**src/rtl/step_ctrl_pkg.sv**
```systemverilog
// Shared constants for the run/halt/single-step controller.
// Latency: none (package only).
// Backpressure: none (package only).
package step_ctrl_pkg;

    // FSM encoding; 2'd3 is unused and recovers to HALT
    localparam logic [1:0] ST_RUN  = 2'd0;
    localparam logic [1:0] ST_HALT = 2'd1;
    localparam logic [1:0] ST_STEP = 2'd2;

    // Board build: 20 ms debounce and a 1 Hz advance tick at 50 MHz
    localparam int unsigned BOARD_DEBOUNCE_CYCLES = 1000000;
    localparam int unsigned BOARD_TICK_DIV        = 50000000;
    localparam int unsigned DEFAULT_CNT_W         = 32;

    // Simulation scale, short enough to walk through by hand
    localparam int unsigned SIM_DEBOUNCE_CYCLES = 4;
    localparam int unsigned SIM_TICK_DIV        = 3;

    // Bits needed to hold values 0..max_val, never less than one bit
    function automatic int unsigned cnt_width(input int unsigned max_val);
        int unsigned w;
        w = $clog2(max_val + 1);
        if (w < 1) begin
            w = 1;
        end
        return w;
    endfunction

endpackage : step_ctrl_pkg

```
**src/rtl/step_ctrl_btn_debounce.sv**
```systemverilog
// Push-button conditioner: 2-flop synchronizer, debounce filter, press pulse.
// Latency: raw level first sampled at edge N gives press high in cycle N+2+DEBOUNCE_CYCLES.
// Backpressure: none; press is a one-cycle pulse and is lost if the consumer ignores it.
module btn_debounce
    import step_ctrl_pkg::*;
#(
    parameter int unsigned DEBOUNCE_CYCLES = BOARD_DEBOUNCE_CYCLES
) (
    input  logic clk,
    input  logic reset,
    input  logic btn_raw,
    output logic press
);

    // The counter only has to hold 0..DEBOUNCE_CYCLES-1: the cycle that
    // would take it to DEBOUNCE_CYCLES accepts the level and clears it.
    localparam int unsigned      DW      = cnt_width(DEBOUNCE_CYCLES);
    localparam logic [DW-1:0]    DB_LAST = DW'(DEBOUNCE_CYCLES - 1);

    logic          sync1_q;
    logic          sync2_q;
    logic          stable_q;
    logic          stable_d;
    logic          stable_dly_q;
    logic          press_q;
    logic [DW-1:0] cnt_q;
    logic [DW-1:0] cnt_d;

    // Debounce filter: count consecutive disagreeing cycles; any agreeing
    // cycle (a bounce back) restarts the count from zero.
    always_comb begin
        stable_d = stable_q;
        cnt_d    = '0;
        if (sync2_q != stable_q) begin
            if (cnt_q == DB_LAST) begin
                stable_d = sync2_q;
                cnt_d    = '0;
            end else begin
                cnt_d = cnt_q + DW'(1);
            end
        end
    end

    // Synchronizer, filter state and registered rising-edge detect of the
    // stable level; releases never produce a pulse.
    always_ff @(posedge clk) begin
        if (reset) begin
            sync1_q      <= 1'b0;
            sync2_q      <= 1'b0;
            stable_q     <= 1'b0;
            stable_dly_q <= 1'b0;
            press_q      <= 1'b0;
            cnt_q        <= '0;
        end else begin
            sync1_q      <= btn_raw;
            sync2_q      <= sync1_q;
            stable_q     <= stable_d;
            stable_dly_q <= stable_q;
            press_q      <= stable_q & ~stable_dly_q;
            cnt_q        <= cnt_d;
        end
    end

    assign press = press_q;

endmodule : btn_debounce

```
**src/rtl/step_ctrl.sv**
```systemverilog
// Run/halt/single-step controller producing the pipeline advance enable cpu_en.
// Latency: RUN issues cpu_en every TICK_DIV cycles; a press acts one cycle after its debounced pulse.
// Backpressure: none; presses arriving while in STEP are dropped, the pipeline cannot stall this block.
module step_ctrl
    import step_ctrl_pkg::*;
#(
    parameter int unsigned DEBOUNCE_CYCLES = BOARD_DEBOUNCE_CYCLES,
    parameter int unsigned TICK_DIV        = BOARD_TICK_DIV,
    parameter int unsigned CNT_W           = DEFAULT_CNT_W
) (
    input  logic             clk,
    input  logic             reset,
    input  logic             btn_pause,
    input  logic             btn_step,
    output logic             cpu_en,
    output logic             halted,
    output logic [CNT_W-1:0] step_count
);

    localparam int unsigned   TW        = cnt_width(TICK_DIV - 1);
    localparam logic [TW-1:0] TICK_LAST = TW'(TICK_DIV - 1);

    logic             pause_press;
    logic             step_press;

    logic [1:0]       state_q;
    logic [1:0]       state_d;
    logic [TW-1:0]    tick_q;
    logic [TW-1:0]    tick_d;
    logic             cpu_en_q;
    logic             cpu_en_d;
    logic             halted_q;
    logic             halted_d;
    logic [CNT_W-1:0] count_q;
    logic [CNT_W-1:0] count_d;

    btn_debounce #(
        .DEBOUNCE_CYCLES (DEBOUNCE_CYCLES)
    ) u_pause_db (
        .clk     (clk),
        .reset   (reset),
        .btn_raw (btn_pause),
        .press   (pause_press)
    );

    btn_debounce #(
        .DEBOUNCE_CYCLES (DEBOUNCE_CYCLES)
    ) u_step_db (
        .clk     (clk),
        .reset   (reset),
        .btn_raw (btn_step),
        .press   (step_press)
    );

    // Next-state logic. cpu_en_d is decided together with the next state
    // so the registered enable lines up with the state it belongs to: a
    // pause press in RUN kills a coinciding tick, and entering STEP
    // raises cpu_en in the same cycle STEP becomes visible.
    always_comb begin
        state_d  = state_q;
        tick_d   = '0;
        cpu_en_d = 1'b0;
        case (state_q)
            ST_RUN: begin
                if (pause_press) begin
                    state_d = ST_HALT;
                end else if (tick_q == TICK_LAST) begin
                    cpu_en_d = 1'b1;
                    tick_d   = '0;
                end else begin
                    tick_d = tick_q + TW'(1);
                end
            end
            ST_HALT: begin
                // Pause has priority; a simultaneous step press is dropped.
                // The tick counter is held at zero so RUN restarts a full
                // TICK_DIV period before its first enable.
                if (pause_press) begin
                    state_d = ST_RUN;
                end else if (step_press) begin
                    state_d  = ST_STEP;
                    cpu_en_d = 1'b1;
                end
            end
            ST_STEP: begin
                state_d = ST_HALT;
            end
            default: begin
                state_d = ST_HALT;
            end
        endcase
        halted_d = (state_d != ST_RUN);
        count_d  = count_q + CNT_W'(cpu_en_d);
    end

    // State, tick counter and registered outputs; step_count wraps freely.
    always_ff @(posedge clk) begin
        if (reset) begin
            state_q  <= ST_RUN;
            tick_q   <= '0;
            cpu_en_q <= 1'b0;
            halted_q <= 1'b0;
            count_q  <= '0;
        end else begin
            state_q  <= state_d;
            tick_q   <= tick_d;
            cpu_en_q <= cpu_en_d;
            halted_q <= halted_d;
            count_q  <= count_d;
        end
    end

    assign cpu_en     = cpu_en_q;
    assign halted     = halted_q;
    assign step_count = count_q;

endmodule : step_ctrl

```
**config.mk**
```make
export PLATFORM = sky130hd
export DESIGN_NAME = step_ctrl
export DESIGN_NICKNAME = d
export VERILOG_FILES = /design/src/rtl/step_ctrl_pkg.sv /design/src/rtl/step_ctrl_btn_debounce.sv /design/src/rtl/step_ctrl.sv
export SDC_FILE = /design/constraint.sdc
export NUM_CORES = 1
export LEC_CHECK = 0
export CAP_MARGIN = 20
export CORE_MARGIN = 2
export CORE_UTILIZATION = 35
export CTS_CLUSTER_SIZE = 24
export DETAILED_ROUTE_END_ITERATION = 6
export GPL_TIMING_DRIVEN = 0
export SYNTH_ARGS = -nofsm -noshare
export SYNTH_HDL_FRONTEND = slang
export SYNTH_SLANG_ARGS = --single-unit
```
**constraint.sdc**
```tcl
create_clock -name clk -period 8.6 [get_ports clk]
set_input_delay 2.15 -clock clk [delete_from_list [all_inputs] [get_ports clk]]
set_output_delay 2.15 -clock clk [all_outputs]
set_load 0.01 [all_outputs]
```
==> key figures <==
Timing
  • Post-route minimum period: 3860 ps
  • Slew Limit Fails: 0
  • Slew HR: 65.3%
  • RSZ-0062 raised after global routing: false
  • Final critical-path share of the clock period: 44.9%
  • Fmax: 259 MHz
  • Clock skew: 8.53 ps
  • Hold Vio Cnt, Final: 0
  • # setup viols final: 0
  • Slew at the pin closest to its max-slew limit: 518 ps
  • Setup ws final: 4740 ps
  • Sum Neg Setup Slack: 0 ps

Power and ir drop
  • Net Switching: 0.000193 W
  • Net Sw Frac: roughly a fifth
  • Internal power: 0.000746 W
  • Sequential share of power: 55.6%
  • Power share of the clock group: a little over two fifths
  • Maximum VDD drop: 101 µV
  • Part of the power in combinational logic: 1.5%
  • Pleak: ~1.8 nW
  • Power per cell area: 161 mW/mm²

Route
  • Met1 Wirelength: 5.22 mm
  • DR vias: 4231
  • Highest Signal Layer: met4
  • DRT antenna net count: 0
  • DRT Pass-1 Iters: 4
  • Final wirelength: 10.6 mm
  • Vias per inst: 5.34
  • DR WL/cell: 13.3 µm
  • DRC: 0
  • Routed wire length on met2: 4.91 mm
  • DRT iter0 DRCs: 230
  • Detailed-routed wire length on met3: approximately 330 µm

Global routing
  • Largest net degree at the start of global routing: 17
  • First-pass GRT wire length: 17.8 mm
  • GRT overflow: 0
  • Vias in the first global route: 3992
  • Initial antenna violation count: 0
  • Tot GR Track Use: roughly 14%

Place
  • Hpwl dp: 7.55 mm
  • Dpl cells: 779
  • Dpl ws: 4660 ps
  • RePlAce Congestion: 0.815
  • Port Buffers: 37

Die
  • IO Pins: 38
  • DIE AREA: 0.0151 mm²
  • Die W: about 120 µm
  • Die H: 123 µm
  • Starting density of the core: 35.8%
  • Cell Rows: between 40 and 50
  • Core Box Area: 0.0138 mm²

Logic synthesis
  • Most common flop cell mapped by yosys: dfxtp_1
  • Ys async rst share: 0%
  • Synth Cell Area: 0.00495 mm²
  • Ys Warns: 0
  • Syn Inst Count: 562
  • Syn_area_per_cell: 8.81 µm²
  • Yosys cell types: 42
  • Register area share after synthesis: between 40% and 50%
  • #FFs+latches synth: roughly 110
  • Mapped Nets: 571
  • Post-synth EDFFs: 0

Worst setup path
  • RR Startpoint: tick_q[13]
  • WS Path Type: reg -> reg
  • Maximum fanout along the worst path: 10
  • Reg2Reg Setup Slack: 4740 ps
  • Worst EP arrival: 4140 ps
  • CP Launch Type: flip-flop
  • Reg2reg end: step_count[30]
  • Worst Reg2Reg Path Length in Cells: 11
  • Required @ worst endpoint: 8880 ps
  • Setup crit end kind: flip-flop

CTS
  • CTS resizes: 0
  • CTS H-tree depth: 3
  • Clk root buf: clkbuf_16
  • CTS Buffer Depth: 2
  • Cts hold-fix bufs: 0
  • CTS tree: done
  • Worst-path clk slew: 70 ps
  • CTS Sinks: 112
  • CTS Buf Count: 9
  • Post-CTS setup-driven buffer insertion count: 0
  • Clk Latency, worst-skew pair: 350 ps

Cells and area
  • Layout cells sized above 1: 5.71%
  • Area Growth Syn to Fin: 17.6%
  • Core Util, Final: 42.1%
  • # diodes: 0
  • Final cell count without fillers: 793
  • Nets: a little over 600

Min path
  • Min-delay worst type: reg -> reg
  • Hold path start: u_pause_db.stable_dly_q
  • Hold path cells: 1
  • Hold Path Sink: u_pause_db.press

Job
  • Max-cap violations: 0

Outcome
  • Status: finished, final reports clean
[cells in the final DEF, fill, tap and decap left out, drive strengths merged, types with 10 or more instances in the layout]
cell type and n:
a21oi 46, nor4 12, xor2 24, clkbuf 24, nand2 30, nor2 56, and3 10, o21ai 23
xnor2 24, clkdlybuf4s50 37, inv 16, or3 22, dfxtp 112, nand3 31, nor2b 11, nand4 28
o31ai 27, or4 32
[cells in the mapped netlist, types with 2 or more instances]
cell type | number | area [µm²]
or4_4 | 3 | 33.8
and2_1 | 4 | 25.0
or3_1 | 21 | 131
nand3_1 | 31 | 155
nor3_1 | 5 | 25.0
clkbuf_1 | 15 | 56.3
buf_2 | 4 | 20.0
a21oi_1 | 46 | 230
nand2_1 | 30 | 113
xor2_1 | 24 | 210
and4_1 | 7 | 61.3
buf_6 | 2 | 22.5
or4_1 | 29 | 218
or2_2 | 3 | 18.8
nor4_1 | 12 | 75.1
nor2b_1 | 11 | 68.8
xnor2_1 | 24 | 210
inv_1 | 16 | 60.1
o21ai_0 | 21 | 105
nor2_1 | 56 | 210
ha_1 | 5 | 62.6
dfxtp_1 | 112 | 2240
o31ai_1 | 26 | 195
nand3b_1 | 2 | 15.0
and3_1 | 10 | 62.6
nand4_1 | 27 | 169
[metrics by stage]
step / area (µm²) / hold slack, ps / power [W]
after detailed placement: 5550 / 373 / 0.000550
after CTS: 5820 / 385 / 0.000954
after global placement: 5550 / 373 / 0.000549
after floorplan: 4950 / 367 / 0.000544
final: 5820 / 385 / 0.000940
after global routing: 5820 / 417 / 0.000972
[worst max-delay path by stage]
| stage | from | to | slack (ps) | cells past startpoint |
|---|---|---|---|---|
| floorplan | tick_q[13] | step_count[30] | 5240 | 11 |
| finish | tick_q[13] | step_count[30] | 4740 | 11 |
| detailed placement | reset | u_pause_db.cnt_q[9] | 4660 | 6 |
| global placement | reset | u_pause_db.cnt_q[7] | 4670 | 6 |
| CTS | tick_q[13] | step_count[30] | 4760 | 11 |
| global route | tick_q[13] | step_count[30] | 4490 | 11 |
[cells by family (layout without fill, tap and decap cells)]
logic type               Yosys count  after routing  synth area share (%)
flip-flops                       112            112                  45.3
AO/OA/AOI/OAI                     98             98                  11.8
adder cells (fa/ha/maj)            5              5                  1.26
buffers and inverters             38             89                  3.28
multiplexers                       1              1                 0.227
AND/OR/NAND/NOR                  260            260                  29.6
XOR/XNOR                          48             48                  8.49
[layout make-up]
type	count	area, µm²
clock buffers	9	225
well taps	180	225
plain buffers	22	103
inverters	16	60.1
fillers	1339	8000
repair buffers	37	370
multi-input cells	412	2550
clock inverters	5	50.0
flip-flops and latches	112	2240
[state kept, by name, summed over array words and instances, names as in the netlist, 2 cells and up]
| register | count |
|---|---|
| state_q | 2 |
| tick_q | 26 |
| u_pause_db.cnt_q | 20 |
| step_count | 32 |
| u_step_db.cnt_q | 20 |
[critical path, cell delays in order (launching register included)]
cell	delay, ps
dfxtp_1	390
nand4_1	140
or4_1	480
or4_4	580
o41ai_1	290
ha_1	270
ha_1	240
and4_1	290
nand3_1	220
buf_2	260
or4_1	480
a21oi_1	150
[power groups by stage]
| stage | Combinational [W] | Sequential [W] | Clock (W) |
|---|---|---|---|
| global route | 0.0000166 | 0.000523 | 0.000433 |
| finish | 0.0000145 | 0.000523 | 0.000402 |
| floorplan | 0.00000958 | 0.000534 | 0 |
| CTS | 0.0000148 | 0.000523 | 0.000417 |
| detailed placement | 0.0000148 | 0.000535 | 0 |
| global placement | 0.0000145 | 0.000535 | 0 |
[metal layers]
metal | up-vias | global-route usage, %
li1 | 2152 | -
met1 | 2014 | 18.5
met2 | 55 | 23.5
met3 | 10 | 3.97
met4 | 0 | 5.03
met5 | - | 0
No activity file was read; power rests on OpenSTA's default activity.
